[src/rtl/uart_tx_pkg.sv]
// Shared UART framing definitions: state coding, line levels and frame length.
// The receiver reuses ST_IDLE with its own RECEIVE state on the same encoding.
package uart_tx_pkg;

    typedef enum logic [2:0] {
        ST_IDLE   = 3'd0,
        ST_START  = 3'd1,
        ST_DATA   = 3'd2,
        ST_PARITY = 3'd3,
        ST_STOP   = 3'd4
    } uart_state_e;

    localparam logic LVL_START  = 1'b0;
    localparam logic LVL_STOP   = 1'b1;
    localparam logic LVL_IDLE   = 1'b1;
    // Even parity: the parity bit is the plain XOR of the data bits.
    localparam logic PARITY_ODD = 1'b0;

    function automatic int frame_len(input int size, input int stop_bits);
        return 2 + size + stop_bits;
    endfunction

endpackage

[src/rtl/uart_tx_shift.sv]
// Hold and shift registers for the transmitter: parallel load, reload from hold, shift right.
// Parity is taken from the hold register so it stays valid while the shifter drains.
module uart_tx_shift
    import uart_tx_pkg::*;
#(
    parameter int SIZE = 32
) (
    input  logic            clk_i,
    input  logic            rst_ni,
    input  logic            load_i,
    input  logic [SIZE-1:0] data_i,
    input  logic            reload_i,
    input  logic            shift_i,
    output logic            bit_o,
    output logic            parity_o
);

    logic [SIZE-1:0] hold_q;
    logic [SIZE-1:0] shift_q;

    always_ff @(posedge clk_i) begin
        if (!rst_ni) begin
            hold_q  <= '0;
            shift_q <= '0;
        end else if (load_i) begin
            hold_q  <= data_i;
            shift_q <= data_i;
        end else if (reload_i) begin
            shift_q <= hold_q;
        end else if (shift_i) begin
            shift_q <= shift_q >> 1;
        end
    end

    assign bit_o    = shift_q[0];
    assign parity_o = (^hold_q) ^ PARITY_ODD;

endmodule

[src/rtl/uart_tx.sv]
// UART transmitter: start, LSB-first data, even parity, stop bits; retransmits on receiver request.
// TxReady is low for the whole frame and while a resend is pending; all outputs are registered.
module uart_tx
    import uart_tx_pkg::*;
#(
    parameter int size      = 32,
    parameter int STOP_BITS = 1,
    parameter int MAX_RETRY = 3
) (
    input  logic            CLK_Baudin,
    input  logic            RstTx,
    input  logic [size-1:0] DataIn,
    input  logic            TxValid,
    output logic            TxReady,
    input  logic            Flag_Rx,
    output logic            SerialOutputData,
    output logic            DoneTx,
    output logic            TxErr
);

    localparam int CW = $clog2(size) + 1;
    localparam int RW = $clog2(MAX_RETRY + 1) + 1;

    uart_state_e   state_q;
    logic [CW-1:0] cnt_q;
    logic [1:0]    stop_q;
    logic [RW-1:0] retry_q;
    logic          pending_q;
    logic          line_q;
    logic          ready_q;
    logic          done_q;
    logic          err_q;

    logic pending_now;
    logic accept;
    logic resend;
    logic give_up;
    logic shift_en;
    logic shift_bit;
    logic parity_bit;

    // A resend request seen in IDLE is acted on in the same cycle and beats a new word.
    always_comb begin
        pending_now = pending_q | Flag_Rx;
        accept      = (state_q == ST_IDLE) && ready_q && TxValid && !pending_now;
        resend      = (state_q == ST_IDLE) && pending_now && (retry_q < RW'(MAX_RETRY));
        give_up     = (state_q == ST_IDLE) && pending_now && !(retry_q < RW'(MAX_RETRY));
        shift_en    = (state_q == ST_START) ||
                      ((state_q == ST_DATA) && (cnt_q != CW'(size - 1)));
    end

    uart_tx_shift #(.SIZE(size)) u_shift (
        .clk_i    (CLK_Baudin),
        .rst_ni   (RstTx),
        .load_i   (accept),
        .data_i   (DataIn),
        .reload_i (resend),
        .shift_i  (shift_en),
        .bit_o    (shift_bit),
        .parity_o (parity_bit)
    );

    always_ff @(posedge CLK_Baudin) begin
        if (!RstTx) begin
            state_q   <= ST_IDLE;
            line_q    <= LVL_IDLE;
            ready_q   <= 1'b0;
            done_q    <= 1'b0;
            err_q     <= 1'b0;
            cnt_q     <= '0;
            stop_q    <= '0;
            retry_q   <= '0;
            pending_q <= 1'b0;
        end else begin
            done_q <= 1'b0;
            err_q  <= 1'b0;
            if ((state_q != ST_IDLE) && Flag_Rx) begin
                pending_q <= 1'b1;
            end
            case (state_q)
                ST_IDLE: begin
                    line_q <= LVL_IDLE;
                    if (resend) begin
                        retry_q   <= retry_q + 1'b1;
                        pending_q <= 1'b0;
                        ready_q   <= 1'b0;
                        line_q    <= LVL_START;
                        state_q   <= ST_START;
                    end else if (give_up) begin
                        err_q     <= 1'b1;
                        pending_q <= 1'b0;
                        retry_q   <= '0;
                        ready_q   <= 1'b1;
                    end else if (accept) begin
                        retry_q <= '0;
                        ready_q <= 1'b0;
                        line_q  <= LVL_START;
                        state_q <= ST_START;
                    end else begin
                        ready_q <= 1'b1;
                    end
                end
                ST_START: begin
                    line_q  <= shift_bit;
                    cnt_q   <= '0;
                    state_q <= ST_DATA;
                end
                ST_DATA: begin
                    if (cnt_q == CW'(size - 1)) begin
                        line_q  <= parity_bit;
                        state_q <= ST_PARITY;
                    end else begin
                        line_q <= shift_bit;
                        cnt_q  <= cnt_q + 1'b1;
                    end
                end
                ST_PARITY: begin
                    line_q  <= LVL_STOP;
                    stop_q  <= '0;
                    state_q <= ST_STOP;
                end
                ST_STOP: begin
                    line_q <= LVL_STOP;
                    if (stop_q == 2'(STOP_BITS - 1)) begin
                        done_q  <= !pending_now;
                        ready_q <= !pending_now;
                        cnt_q   <= '0;
                        state_q <= ST_IDLE;
                    end else begin
                        stop_q <= stop_q + 1'b1;
                    end
                end
                default: begin
                    line_q  <= LVL_IDLE;
                    state_q <= ST_IDLE;
                end
            endcase
        end
    end

    assign SerialOutputData = line_q;
    assign TxReady          = ready_q;
    assign DoneTx           = done_q;
    assign TxErr            = err_q;

endmodule

[config.mk]
export PLATFORM = sky130hd
export DESIGN_NAME = uart_tx
export DESIGN_NICKNAME = d
export VERILOG_FILES = /design/src/rtl/uart_tx_pkg.sv /design/src/rtl/uart_tx_shift.sv /design/src/rtl/uart_tx.sv
export SDC_FILE = /design/constraint.sdc
export NUM_CORES = 1
export LEC_CHECK = 0
export CAP_MARGIN = 20
export CELL_PAD_IN_SITES_DETAIL_PLACEMENT = 1
export CELL_PAD_IN_SITES_GLOBAL_PLACEMENT = 2
export CORE_AREA = 2 2 127 98
export DETAILED_ROUTE_END_ITERATION = 7
export DIE_AREA = 0 0 129 100
export PLACE_DENSITY_LB_ADDON = 0.1
export SLEW_MARGIN = 20
export SYNTH_ARGS = -nofsm -noshare
export SYNTH_HDL_FRONTEND = slang
export SYNTH_SLANG_ARGS = --single-unit
[constraint.sdc]
create_clock -name CLK_Baudin -period 3.2 [get_ports CLK_Baudin]
set_clock_uncertainty 0.15 [all_clocks]
set_input_delay 0.64 -clock CLK_Baudin [delete_from_list [all_inputs] [get_ports CLK_Baudin]]
set_output_delay 0.64 -clock CLK_Baudin [all_outputs]
set_load 0.02 [all_outputs]
; After elaboration in Yosys (flattened, before gate mapping)
; Index checks and enable logic that the tools add are counted.
[classes]
n_mux = 29
add_sub_neg = 3
bitwise_logic = 3
n_eq_ne = 12
order_cmp = 1
reduce_logical = 27
[op_table]
columns = cell, n
row1 = $mux 32, 3
row2 = $reduce_xor 32->1, 1
row3 = $mux 3, 8
row4 = $pmux 6 s3, 1
row5 = $pmux 3 s5, 1
row6 = $mux 6, 2
row7 = $reduce_bool 3->1, 4
row8 = $mux 1, 10
row9 = $logic_and 1x1->1, 8
row10 = $add 6x1->6 const B, 1
row11 = $eq 3x2->1 const B, 2
row12 = $eq 6x5->1 const B, 1
row13 = $ne 2x2->1 const B, 3
row14 = $ne 3x3->1 const B, 2
row15 = $ne 6x5->1 const B, 1
row16 = $reduce_and 2->1, 3
row17 = $reduce_and 3->1, 2
row18 = $pmux 2 s2, 1
row19 = $reduce_and 4->1, 1
row20 = $reduce_bool 2->1, 2
row21 = $add 3x1->3 const B, 1
row22 = $eq 3x1->1 const B, 1
row23 = $eq 3x3->1 const B, 1
row24 = $logic_not 3->1, 1
row25 = 12 further kinds, 14
[word_totals]
word_cells = 86
input_bits = 36
register_bits = 83

; Longest topological paths before layout
[logic_depth]
depth_word = 8
ltp_mapped = 8
mapped_depth_nobuf = 8

; By module
; From an unflattened synthesis, not the netlist that was laid out.
[unflattened]
cells_unflattened = 435
area_unflattened_um2 = 3723.6
[by_module_without_submodules]
columns = module, cells_per_inst, instances, area_each_um2
row1 = uart_tx_shift, 317, 1, 2755.1
row2 = uart_tx, 118, 1, 968.4

; Worst setup path after synthesis
; No wires, ideal clock.
[synth_timing]
path_type = input-to-reg
start = input port Flag_Rx
end = register u_shift.shift_q[10]
required_ns = 2.907
arrival_ns = 1.737
setup_time_ns = 0.143
setup_slack_ns = 1.170
n_path_buf = 2
stages = 8
path_cell_list = or2_0 buf_2 a211oi_2 o22ai_2 and2b_4 buf_6 o211ai_2 a21oi_2
[synth_between]
elab_chain_len = 5
[synth_lines]
columns = item, line
row1 = "start, declared", uart_tx.sv:15  ; input logic Flag_Rx,
row2 = $or 1x1->1 *, uart_tx.sv:44  ; pending_now = pending_q | Flag_Rx;
row3 = $logic_and 1x1->1 (2 in a row), uart_tx.sv:46  ; resend = (state_q == ST_IDLE) && pending_now && (retry_q < RW'(MAX_RETRY));
row4 = $mux 32, uart_tx_shift.sv:28  ; end else if (reload_i) begin
row5 = $mux 32, uart_tx_shift.sv:25  ; end else if (load_i) begin
row6 = "end signal, assigned", uart_tx_shift.sv:27  ; shift_q <= data_i;
row7 = "end signal, assigned", uart_tx_shift.sv:29  ; shift_q <= hold_q;
row8 = "end signal, assigned", uart_tx_shift.sv:31  ; shift_q <= shift_q >> 1;
row9 = "end, declared", uart_tx_shift.sv:19  ; logic [SIZE-1:0] shift_q;
; Every way passes the cells marked *; elsewhere a longest branch is shown, timed or not.
; A chain may end at the register's enable or synchronous reset.

; Worst setup path in the final report
[layout_timing]
start = input port Flag_Rx
end = register u_shift.shift_q[13]
; Same word-level chain as after synthesis.

==> results.ini <==
[floorplanning]
start_util_pct = 35.51
die_w_um = 129
top_level_ports = 40
die_area_mm2 = 0.01290
rows = 35
die_h_um = 100
coreArea_mm2 = 0.01187

[worst_setup_path]
crit_slowest_cell = nand2b_2
cp_cell_sequence = clkdlybuf4s50_1, or2_0, a211oi_2, o22ai_2, nand2b_2, nand2_1, a21oi_2
end_kind = register
path_buf_inv = 1
startpoint_type = input port
worstPathRequired_ns = 3.32
critPathMaxFanout = 32
crit_type = in -> reg
cp_top_family = simple AND/OR/NAND/NOR gates
max_stage_delay_ns = 0.54
worstPathArrival_ns = 2.66
r2r_slack_ns = 0.87
worstReg2RegEnd = u_shift.shift_q[13]
worstRegToRegCells = 7
reg2reg_from = cnt_q[1]

[place]
place.gp.congestion = 0.7469
placement.io_buffers = 39
place_ws_ns = 0.2751
place_hpwl_mm = 7.369
dp.cells = 679

[synth]
synth.avg_cell_area_um2 = 8.479
syn_area_mm2 = 0.004214
synth_top_area_share_pct = 39.43
yosysTopAreaCell = dfxtp_1
synth_edf_count = 0
yosysWarnings = 0
ys_ff_latch = 83
syn-instance-count = 497
synthFlopType = dfxtp_1
async_flop_share_pct = 0
yosysSeqAreaShare_pct = 39.43
synthTopCellsByCount = nand2_1 (137), dfxtp_1 (83), a21oi_1 (40), o22ai_1 (31)
synth_nets = 536
synth_cell_types = 44
yosys.cell_count.top_type = nand2_1
synth_area_leaders = dfxtp_1 (39%), nand2_1 (12%), o211ai_2 (8.9%), a21oi_2 (6.2%), xnor2_1 (6.0%)

[sta]
fin_crit_sh_pct = 79.62
period_needed_ns = 2.548
rsz0062_at_grt = no
finalSetupTns_ns = 0
slew_headroom_pct = 53.38
hold_viol = 0
fin_ws_ns = 0.6521
max_slew.worst_pin.slew_ns = 0.6992
maxSlewViolCount = 0
clock.fmax_ghz = 0.3925
report.final.setup_viol = 0

[route]
wl_mm = 11.23
drt_first_pass_iters = 4
wl_per_cell_um = 16.18
vias = 3564
drc = 0
ant_nets = 0
viasPerCell = 5.135
drt_iter0_markers = 119

[clock_network]
clkLatencyLatePin_ns = 0.34
postCtsHoldBufs = 0
cts_root_buffer = clkbuf_16
ctsLongestPathBuffers = 2
cts_tree = yes
cts_resized = 0
h-tree-depth = 3
clock-sinks = 83
post_cts_buffers = 0
cts.clk_slew.worst_paths_ns = 0.06
cts_made_buffers = 9

[pwr]
leakagePower_nw = 1.682
fin_total_pwr_mw = 3.937
power.density_mw_per_mm2 = 783.3
vdd_drop_max_v = 0.0003142

[layout]
fin_cells = 694
num_antenna_cells = 0
drive_gt1_share_pct = 18.56
fin_nets = 563
syn2layout_area_growth_pct = 19.27

[grt]
grt_pass1_wl_mm = 18.85
grt_pass1_vias = 3685
grt_overflow_total = 0
grt_usage_pct = 18.54
grt_antenna_before_repair = 0
grt_max_degree = 38

[hold_path]
holdPathEnd = u_shift.shift_q[3]
hold_depth = 2
min_path_type = reg -> reg
min_from = u_shift.shift_q[3]

[flow_run]
maxCapViolCount = 0

[status]
outcome = completed

[sequential cells by signal, summed over array words and instances, names as in the netlist]
signal            flops
DoneTx                1
SerialOutputData      1
TxErr                 1
TxReady               1
cnt_q                 6
pending_q             1
retry_q               3
state_q               3
stop_q                2
u_shift.hold_q       32
u_shift.shift_q      32
[layout make-up]
cell class	instances	area, um^2
Clock buffer	13	260.3
Inverter	3	11.26
Tap cell	166	207.7
Sequential cell	83	1662
Multi-Input combinational cell	375	2337
Clock inverter	2	35.03
Timing Repair Buffer	52	513.0
Fill cell	1394	6842
[report_power, final]
part	switching, mW	internal (mW)
Sequential	0.169	1.22
Clock	0.408	0.643
Combinational	0.897	0.601
Total	1.47	2.46
[stage by stage]
step / util [%] / hold WS [ns] / area [um^2]
detailed placement: 39.86 / 0.3164 / 4731
finish: 42.35 / 0.3255 / 5026
CTS: 42.35 / 0.3274 / 5026
global route: 42.35 / 0.3345 / 5026
global placement: 39.86 / 0.3066 / 4731
floorplan: - / 0.2823 / 4214
[worst min-delay path, stage by stage (launching register included)]
cell and delay, ns:
dfxtp_1 0.32, nand2_1 0.07, a21oi_2 0.05
[metal layers]
metal,wire length [um],vias up,GRT usage [%]
li1,-,1774,-
met1,5741,1732,25.40
met2,4948,47,29.67
met3,415,11,4.158
met4,121,0,4.766
met5,0,-,0
[logic make-up after synthesis]
kind of cell / count (synthesis) / synth area share, %
DFF: 83 / 39.43
xor gates and xnor gates: 36 / 7.482
AOI/OAI and AO/OA: 149 / 28.06
adders and majority gates: 3 / 0.8908
buffers and inverters: 39 / 5.255
muxes: 1 / 0.2672
and+or+nand+nor: 186 / 18.62
[layout by cell type, fill, tap and decap left out, types with 3 or more instances in the layout]
cell and instances:
nand2_1 137, dfxtp_1 83, a21oi_1 40, clkdlybuf4s50_1 39, o22ai_1 31, a21oi_2 30, o211ai_2 30, xnor2_1 29
nor2_1 22, buf_4 11, clkbuf_16 9, xor2_1 7, o21ai_0 4, nand2b_1 4, nand3_1 3, nand4_1 3
o211ai_1 3, nor3_1 3, ha_1 3
[worst max path at each step]
stage | startpoint | end | slack (ns) | depth (start not counted)
floorplan | Flag_Rx | u_shift.shift_q[10] | 1.17 | 8
global placement | Flag_Rx | u_shift.shift_q[3] | 0.39 | 7
detailed placement | Flag_Rx | u_shift.shift_q[13] | 0.28 | 7
CTS | Flag_Rx | u_shift.shift_q[13] | 0.63 | 7
global route | Flag_Rx | u_shift.shift_q[31] | 0.43 | 7
finish | Flag_Rx | u_shift.shift_q[13] | 0.65 | 7
No activity file was read; power rests on OpenSTA's default activity.
